File: src/rtl/fifo_drain_pkg.sv
// Shared types and constants for the round-robin fifo drain block.
package fifo_drain_pkg;

  localparam int DRAIN_DATA_W = 16;
  localparam int DRAIN_CH_W   = 2;
  localparam int BUF_DEPTH    = 2;

  typedef logic [DRAIN_CH_W-1:0] ch_idx_t;

  typedef struct packed {
    logic [DRAIN_DATA_W-1:0] data;
    ch_idx_t                 ch;
  } buf_entry_t;

  // Next round-robin position after idx, wrapping num-1 -> 0.
  function automatic int rr_next(input int idx, input int num);
    return (idx >= num - 1) ? 0 : idx + 1;
  endfunction

endpackage

File: src/rtl/fifo_drain_buf.sv
// Two-entry FIFO-ordered output buffer presenting a valid/ready read side.
module fifo_drain_buf
  import fifo_drain_pkg::*;
#(
  parameter type entry_t = buf_entry_t
) (
  input  logic   clk,
  input  logic   rst,
  input  logic   wr_en,
  input  entry_t wr_entry,
  output logic   rd_valid,
  input  logic   rd_ready,
  output entry_t rd_entry,
  output logic [1:0] occ
);

  entry_t     entry_reg [BUF_DEPTH];
  logic       head_reg;
  logic [1:0] occ_reg;
  logic       tail_idx;
  logic       deq;

  assign deq      = rd_valid & rd_ready;
  // The issue rule keeps a write from ever meeting a full buffer, so the tail
  // is the slot after the head whenever one word is already held.
  assign tail_idx = head_reg ^ occ_reg[0];

  for (genvar gi = 0; gi < BUF_DEPTH; gi++) begin : g_entry
    always_ff @(posedge clk or posedge rst) begin
      if (rst) begin
        entry_reg[gi] <= '0;
      end else if (wr_en && (tail_idx == 1'(gi))) begin
        entry_reg[gi] <= wr_entry;
      end
    end
  end

  always_ff @(posedge clk or posedge rst) begin
    if (rst) begin
      head_reg <= 1'b0;
      occ_reg  <= 2'd0;
    end else begin
      if (deq) begin
        head_reg <= ~head_reg;
      end
      occ_reg <= occ_reg + {1'b0, wr_en} - {1'b0, deq};
    end
  end

  assign rd_valid = (occ_reg != 2'd0);
  assign rd_entry = entry_reg[head_reg];
  assign occ      = occ_reg;

endmodule

File: src/rtl/fifo_rr_drain.sv
// Round-robin drain of NUM_CH registered-read fifos into one tagged valid/ready stream.
// Optional accepted-word counter on o_cnt when FIFO_DRAIN_STATS_EN is defined.
module fifo_rr_drain
  import fifo_drain_pkg::*;
#(
  parameter int NUM_CH = 4,
  parameter int DATA_W = 16,
  parameter int CH_W   = 2,
  parameter int CNT_W  = 32
) (
  input  logic                     clk,
  input  logic                     rst,
  input  logic [NUM_CH-1:0]        ch_empty,
  output logic [NUM_CH-1:0]        ch_pop,
  input  logic [NUM_CH*DATA_W-1:0] ch_data,
  output logic                     o_valid,
  input  logic                     o_ready,
  output logic [DATA_W-1:0]        o_data,
  output logic [CH_W-1:0]          o_ch,
  output logic [CNT_W-1:0]         o_cnt
);

  typedef struct packed {
    logic [DATA_W-1:0] data;
    logic [CH_W-1:0]   ch;
  } entry_t;

  logic [DATA_W-1:0] ch_word [NUM_CH];
  logic [CH_W-1:0]   rr_ptr_reg;
  logic [CH_W-1:0]   grant_idx;
  logic [CH_W-1:0]   inflight_ch_reg;
  logic              inflight_reg;
  logic              grant_found;
  logic              pop_allowed;
  logic              issue;
  logic              deq;
  logic [1:0]        occ;
  logic [2:0]        load;
  entry_t            wr_entry;
  entry_t            rd_entry;

  for (genvar gi = 0; gi < NUM_CH; gi++) begin : g_ch
    assign ch_word[gi] = ch_data[gi*DATA_W +: DATA_W];
    assign ch_pop[gi]  = issue && (grant_idx == CH_W'(gi));
  end

  // Scan from the far end toward rr_ptr so the closest non-empty channel wins.
  always_comb begin
    int            cand;
    logic [CH_W-1:0] cand_idx;
    cand        = 0;
    cand_idx    = '0;
    grant_found = 1'b0;
    grant_idx   = rr_ptr_reg;
    for (int i = NUM_CH - 1; i >= 0; i--) begin
      cand = int'(rr_ptr_reg) + i;
      if (cand >= NUM_CH) begin
        cand = cand - NUM_CH;
      end
      cand_idx = CH_W'(cand);
      if (!ch_empty[cand_idx]) begin
        grant_found = 1'b1;
        grant_idx   = cand_idx;
      end
    end
  end

  // A word already in flight still needs a buffer slot, so it counts as held.
  assign deq         = o_valid & o_ready;
  assign load        = {1'b0, occ} + {2'b00, inflight_reg};
  assign pop_allowed = (load - {2'b00, deq}) < 3'd2;
  assign issue       = grant_found & pop_allowed & ~rst;

  always_ff @(posedge clk or posedge rst) begin
    if (rst) begin
      rr_ptr_reg      <= '0;
      inflight_reg    <= 1'b0;
      inflight_ch_reg <= '0;
    end else begin
      inflight_reg <= issue;
      if (issue) begin
        rr_ptr_reg      <= CH_W'(rr_next(int'(grant_idx), NUM_CH));
        inflight_ch_reg <= grant_idx;
      end
    end
  end

  assign wr_entry = '{data: ch_word[inflight_ch_reg], ch: inflight_ch_reg};

  fifo_drain_buf #(
    .entry_t(entry_t)
  ) u_buf (
    .clk      (clk),
    .rst      (rst),
    .wr_en    (inflight_reg),
    .wr_entry (wr_entry),
    .rd_valid (o_valid),
    .rd_ready (o_ready),
    .rd_entry (rd_entry),
    .occ      (occ)
  );

  assign o_data = rd_entry.data;
  assign o_ch   = rd_entry.ch;

`ifdef FIFO_DRAIN_STATS_EN
  logic [CNT_W-1:0] cnt_reg;

  always_ff @(posedge clk or posedge rst) begin
    if (rst) begin
      cnt_reg <= '0;
    end else if (deq) begin
      cnt_reg <= cnt_reg + 1'b1;
    end
  end

  assign o_cnt = cnt_reg;
`else
  assign o_cnt = '0;
`endif

endmodule

File: config.mk
export PLATFORM = sky130hd
export DESIGN_NAME = fifo_rr_drain
export DESIGN_NICKNAME = d
export VERILOG_FILES = /design/src/rtl/fifo_drain_pkg.sv /design/src/rtl/fifo_drain_buf.sv /design/src/rtl/fifo_rr_drain.sv
export SDC_FILE = /design/constraint.sdc
export NUM_CORES = 1
export LEC_CHECK = 0
export BUFFER_PORTS_ARGS = -buffer_cell sky130_fd_sc_hd__buf_2
export CAP_MARGIN = 20
export CORE_ASPECT_RATIO = 1.5
export CORE_MARGIN = 1.5
export CORE_UTILIZATION = 50
export CTS_BUF_LIST = sky130_fd_sc_hd__clkbuf_4
export CTS_CLUSTER_DIAMETER = 30
export DETAILED_ROUTE_END_ITERATION = 6
export HOLD_SLACK_MARGIN = 0.15
export PLACE_DENSITY_LB_ADDON = 0.25
export SETUP_SLACK_MARGIN = 0.15
export SLEW_MARGIN = 0
export SYNTH_ARGS = -nofsm -noshare
export SYNTH_HDL_FRONTEND = slang
export SYNTH_SLANG_ARGS = --single-unit
File: constraint.sdc
create_clock -name clk -period 8.2 [get_ports clk]
set_input_delay 0.41 -clock clk [delete_from_list [all_inputs] [get_ports clk]]
set_output_delay 0.41 -clock clk [all_outputs]
set_load 0.01 [all_outputs]
# Word level (Yosys, flattened, before mapping)
# Cells that the tools add are included.
# totals
output_inout_bits	55
in_bits	71
elab_cells	80
reg_bits	44
# classes
muxes	27
eq_ne	3
add_sub_neg	12
order_cmp	12
n_reduce_logical	8
bitwise_logic	9
# ops
cell	n
18-bit 2-to-1 mux	3
16-bit binary-select mux with 2-bit select	1
16-bit 2-to-1 mux	2
2-bit 2-to-1 mux	9
3-bit >= comparator (second input constant)	4
2-bit by 3-bit less-than comparator with 1-bit output (second input constant)	4
1-bit binary-select mux with 2-bit select	4
1-bit 2-to-1 mux	8
2-bit by 1-bit subtractor with 2-bit output (second input constant)	4
2-bit by 2-bit adder with 3-bit output (second input constant)	2
1-bit logical AND	6
2-bit == test (second input constant)	2
2-bit >= comparator (second input constant)	2
2-bit by 1-bit adder with 3-bit output	1
2-bit by 1-bit adder with 3-bit output (second input constant)	1
1-bit AND	3
2-bit by 3-bit >= comparator with 1-bit output (second input constant)	1
3-bit by 2-bit less-than comparator with 1-bit output (second input constant)	1
1-bit NOT	3
2-bit NOT with 3-bit output	1
3-bit by 1-bit subtractor with 3-bit output	1
2-bit by 1-bit adder with 2-bit output	1
2-bit by 1-bit adder with 2-bit output (second input constant)	1
2-bit by 1-bit == test with 1-bit output (second input constant)	1
other kinds (5)	5

# Longest topological paths before layout
# depth
ltp_word	12
mapped_depth	10
depth_no_buf	9

# Cells and area by module
# Synthesis repeated with hierarchy kept, for this count alone.
# hier_totals
cells_unflattened	208
hier_area_um2	2796.4
# modules_own_cells
mod	instances	area_per_inst_um2	cells_per_inst	seq_area_each_um2
fifo_drain_buf	1	1755.4	111	975.9
fifo_rr_drain	1	1041.0	97	125.1

# Worst setup path after synthesis
# Ideal clock, no wire load.
# synth_path
kind	register to output
startpoint	reg u_buf.occ_reg[0], in the netlist u_buf.occ[0]
endpoint	out ch_pop[0]
stages_incl_launch_ff	11
required_ps	7790
setup_slack_ps	5341
path_buffers	1
arrival_time_ps	2449
path_cell_list	dfrtp_1 or2_2 and2_1 ha_1 inv_1 ha_1 fa_1 nor2_1 and3_1 buf_2 and2_1
# synth_between
elab_chain_cells	7
word_cells_on_any_way	8
classes_between	2 x add/sub; 1 x order compare; 3 x bitwise; 2 x reduce/logical
# synth_rtl
item	line_no	text
start: declaration	fifo_drain_buf.sv:19	logic [1:0] occ_reg;
start signal: assignment	fifo_drain_buf.sv:46	occ_reg <= occ_reg + {1'b0, wr_en} - {1'b0, deq};
2-bit nonzero test	fifo_drain_buf.sv:50	assign rd_valid = (occ_reg != 2'd0);
named net o_valid	fifo_rr_drain.sv:16	output logic o_valid,
1-bit AND	fifo_rr_drain.sv:69	assign deq = o_valid & o_ready;
named net deq	fifo_rr_drain.sv:36	logic deq;
3-bit by 1-bit subtractor with 3-bit output	fifo_rr_drain.sv:71	assign pop_allowed = (load - {2'b00, deq}) < 3'd2;
3-bit by 2-bit less-than comparator with 1-bit output	fifo_rr_drain.sv:71	
1-bit AND (2 in series)	fifo_rr_drain.sv:72	assign issue = grant_found & pop_allowed & ~rst;
named net issue	fifo_rr_drain.sv:35	logic issue;
1-bit logical AND	fifo_rr_drain.sv:44	assign ch_pop[gi] = issue && (grant_idx == CH_W'(gi));
end: declaration	fifo_rr_drain.sv:14	output logic [NUM_CH-1:0] ch_pop,
# The timed path passes the listed nets, and every way through them passes these cells.

# Worst setup path in the final report
# layout_path
startpoint	reg u_buf.occ_reg[0], in the netlist u_buf.occ[0]
endpoint	out ch_pop[0]
# layout_between
elab_chain_cells	7
word_cells_on_any_way	8
classes_between	2 x add/sub; 1 x order compare; 3 x bitwise; 2 x reduce/logical
# layout_rtl
item	line_no
2-bit nonzero test	fifo_drain_buf.sv:50
1-bit AND	fifo_rr_drain.sv:69
named net deq	fifo_rr_drain.sv:36
3-bit by 1-bit subtractor with 3-bit output	fifo_rr_drain.sv:71
3-bit by 2-bit less-than comparator with 1-bit output	fifo_rr_drain.sv:71
1-bit AND (2 in series)	fifo_rr_drain.sv:72
1-bit logical AND	fifo_rr_drain.sv:44
# The timed path passes the listed nets, and every way through them passes these cells.

==> flow_metrics.tcl <==
set metrics [dict create \
    fillers 473 \
    avgSynthCellArea_um2 13.45 \
    crit_required_ps 7790 \
    async_reset_ff_share_pct 100.0 \
    netlist_area_um2 2771 \
    grt_pass1_vias 1789 \
    crit_type "flip-flop to primary output" \
    clkLatencyLatePin_ps 340 \
    synth_most_common_cell "mux2_2" \
    first_pass_iters 4 \
    crit_path_top_delay_cell "fa_1" \
    core_um2 5409 \
    ios 126 \
    htreeDepth 2 \
    crit_path_max_incr_delay_ps 460 \
    yosysUniqueCellTypes 31 \
    post-synth-top-area-fraction_pct 39.73 \
    slew_violations 0 \
    die_h_um 94.18 \
    syn_to_final_growth_pct 16.61 \
    yosysTopAreaCell "dfrtp_1" \
    post-cts-setup-buffers 0 \
    clk_path_buf_depth 2 \
    ys_warn_count 0 \
    numCtsBuffers 5 \
    setup-tns-final_ps 0 \
    status "completed" \
    worst_pin_slew_ps 940.6 \
    report.power.total_mw 1.121 \
    rsz0062_at_grt "no" \
    seq_area_frac_synth_pct 39.73 \
    startpoint_type "flip-flop" \
    root_buffer "clkbuf_4" \
    clock_skew_ps 6.240 \
    syn-instance-count 206 \
    cts_tree "built" \
    final_cell_area_um2 3232 \
    r2r_cells 9 \
    initial_utilization_pct 51.24 \
    nets 374 \
    p_per_area_nw_per_um2 346.9 \
    clock-sinks 44 \
    clkTransAtPathRegs_ps 120 \
    synthFlopType "dfrtp_1" \
    finalCritPeriodShare_pct 42.20 \
    antenna-diode-count 0 \
    pre_cts_ws_ps 5126 \
    r2r_start "u_buf.occ[0]" \
    grt_pass1_wl_um 8038 \
    ys_ff_latch 44 \
    post-route-util_pct 59.75 \
    arrival_ps 3050 \
    finalWeightedCongestion 0.7587 \
    final.setup.worst_slack_ps 4740 \
    finalWirelength_um 5051 \
    grt_start_max_net_pins 45 \
    min_path_type "input port to async pin" \
    slew_headroom_pct 37.29 \
    postRouteAntennaNets 0 \
    yosys-top-cells-area "dfrtp_1 (40%), mux2_2 (23%), buf_4 (9.2%), mux4_2 (7.3%), mux4_1 (6.6%)" \
    synth_edf_count 0 \
    die_area_um2 6008 \
    portBuffers 93 \
    rows 33 \
    vdd_drop_max_mv 0.1580 \
    max_freq_mhz 289.0 \
    cp_max_fo 9 \
    power_leakage_nw 1.585 \
    endpoint_kind "primary output" \
    fin_crit_ps 3460 \
    maxCapViolCount 0 \
    layout-drive-gt1-share_pct 56.90 \
    cts_resized 0 \
    path_cells "or2_2, and2_1, ha_1, inv_1, ha_1, fa_1, nor2_1, and3_1, and2_1, buf_2" \
    post-route-drc-count 0 \
    largest_reg_flops 36 \
    postCtsHoldBufs 0 \
    fp.dieW_um 63.79 \
    placed_cell_area_um2 3124 \
    reg2reg_slack_ps 5310 \
    dp_hpwl_um 3669 \
    hold_violations 0 \
    synth_common_cells "mux2_2 (56), dfrtp_1 (44), buf_4 (34), mux4_2 (9)" \
    avgRoutedWirePerCell_um 13.76 \
    r2r_end "rr_ptr_reg[1]" \
    vias 1891 \
    viasPerCell 5.153 \
    first_iter_violations 47 \
    setup_viol 0 \
    track_usage_pct 17.13 \
    antenna_found_initial 0 \
    grt-ovfl-total 0 \
]
per-layer routing:
| metal | track usage [%] | share of wire [%] |
|---|---|---|
| met5 | 0 | 0 |
| met4 | 5.978 | 1.0 |
| met3 | 3.357 | 6.7 |
| met2 | 32.03 | 53 |
| met1 | 18.90 | 39 |
through the flow:
step                hold WS [ps]  instances
finish                     261.3        367
global route               334.5        367
CTS                        288.2        366
detailed placement         487.2        358
global placement           481.2        358
floorplan                  473.6        237
area by class of cell:
| type | instances | area (µm²) | area share (%) |
|---|---|---|---|
| clock buffers | 6 | 45.04 | 1.394 |
| flip-flops and latches | 44 | 1101 | 34.07 |
| well taps | 70 | 87.58 | 2.710 |
| inverters | 7 | 26.28 | 0.8130 |
| multi-input cells | 144 | 1444 | 44.68 |
| clock inverters | 2 | 35.03 | 1.084 |
| repair buffers | 94 | 493.0 | 15.25 |
worst max-delay path by stage:
| stage | from | to | slack [ps] | cells past startpoint |
|---|---|---|---|---|
| global route | u_buf.occ[0] | ch_pop[0] | 4560 | 10 |
| CTS | u_buf.occ[0] | ch_pop[0] | 4700 | 10 |
| detailed placement | u_buf.occ[0] | ch_pop[3] | 5130 | 10 |
| floorplan | u_buf.occ[0] | ch_pop[0] | 5340 | 10 |
| finish | u_buf.occ[0] | ch_pop[0] | 4740 | 10 |
| global placement | u_buf.occ[0] | ch_pop[3] | 5190 | 10 |
worst max-delay path, delay by kind of cell (launching register included):
kind                     cells  cell delay [ps]
AND/OR/NAND/NOR              5             1190
buffers and inverters        2              160
adder cells (fa/ha/maj)      3              920
flip-flops                   1              420
layout by cell type, fill, tap and decap left out, drive strengths merged, types with 5 or more instances in the layout:
cell type,n
and2,5
buf,94
clkbuf,6
conb,32
dfrtp,44
ha,6
inv,7
mux2,56
mux4,16
report_power, final:
| group | leakage (nW) | internal [mW] | total (mW) | switching (mW) |
|---|---|---|---|---|
| Sequential | 0.518 | 0.326 | 0.423 | 0.0970 |
| Clock | 0.0456 | 0.0673 | 0.134 | 0.0668 |
| Combinational | 1.02 | 0.338 | 0.564 | 0.226 |
| Total | 1.59 | 0.732 | 1.12 | 0.390 |
cells by family after synthesis:
| group | after synthesis | synth area share, % |
|---|---|---|
| multiplexers | 72 | 36.70 |
| buffers and inverters | 49 | 12.37 |
| flip-flops | 44 | 39.73 |
| AND/OR/NAND/NOR | 21 | 4.289 |
| AO/OA/AOI/OAI | 9 | 2.393 |
| adder cells (fa/ha/maj) | 7 | 3.431 |
| XOR/XNOR | 3 | 0.9483 |
| other | 1 | 0.1353 |
Note: power is estimated with default switching activity, not from simulation.
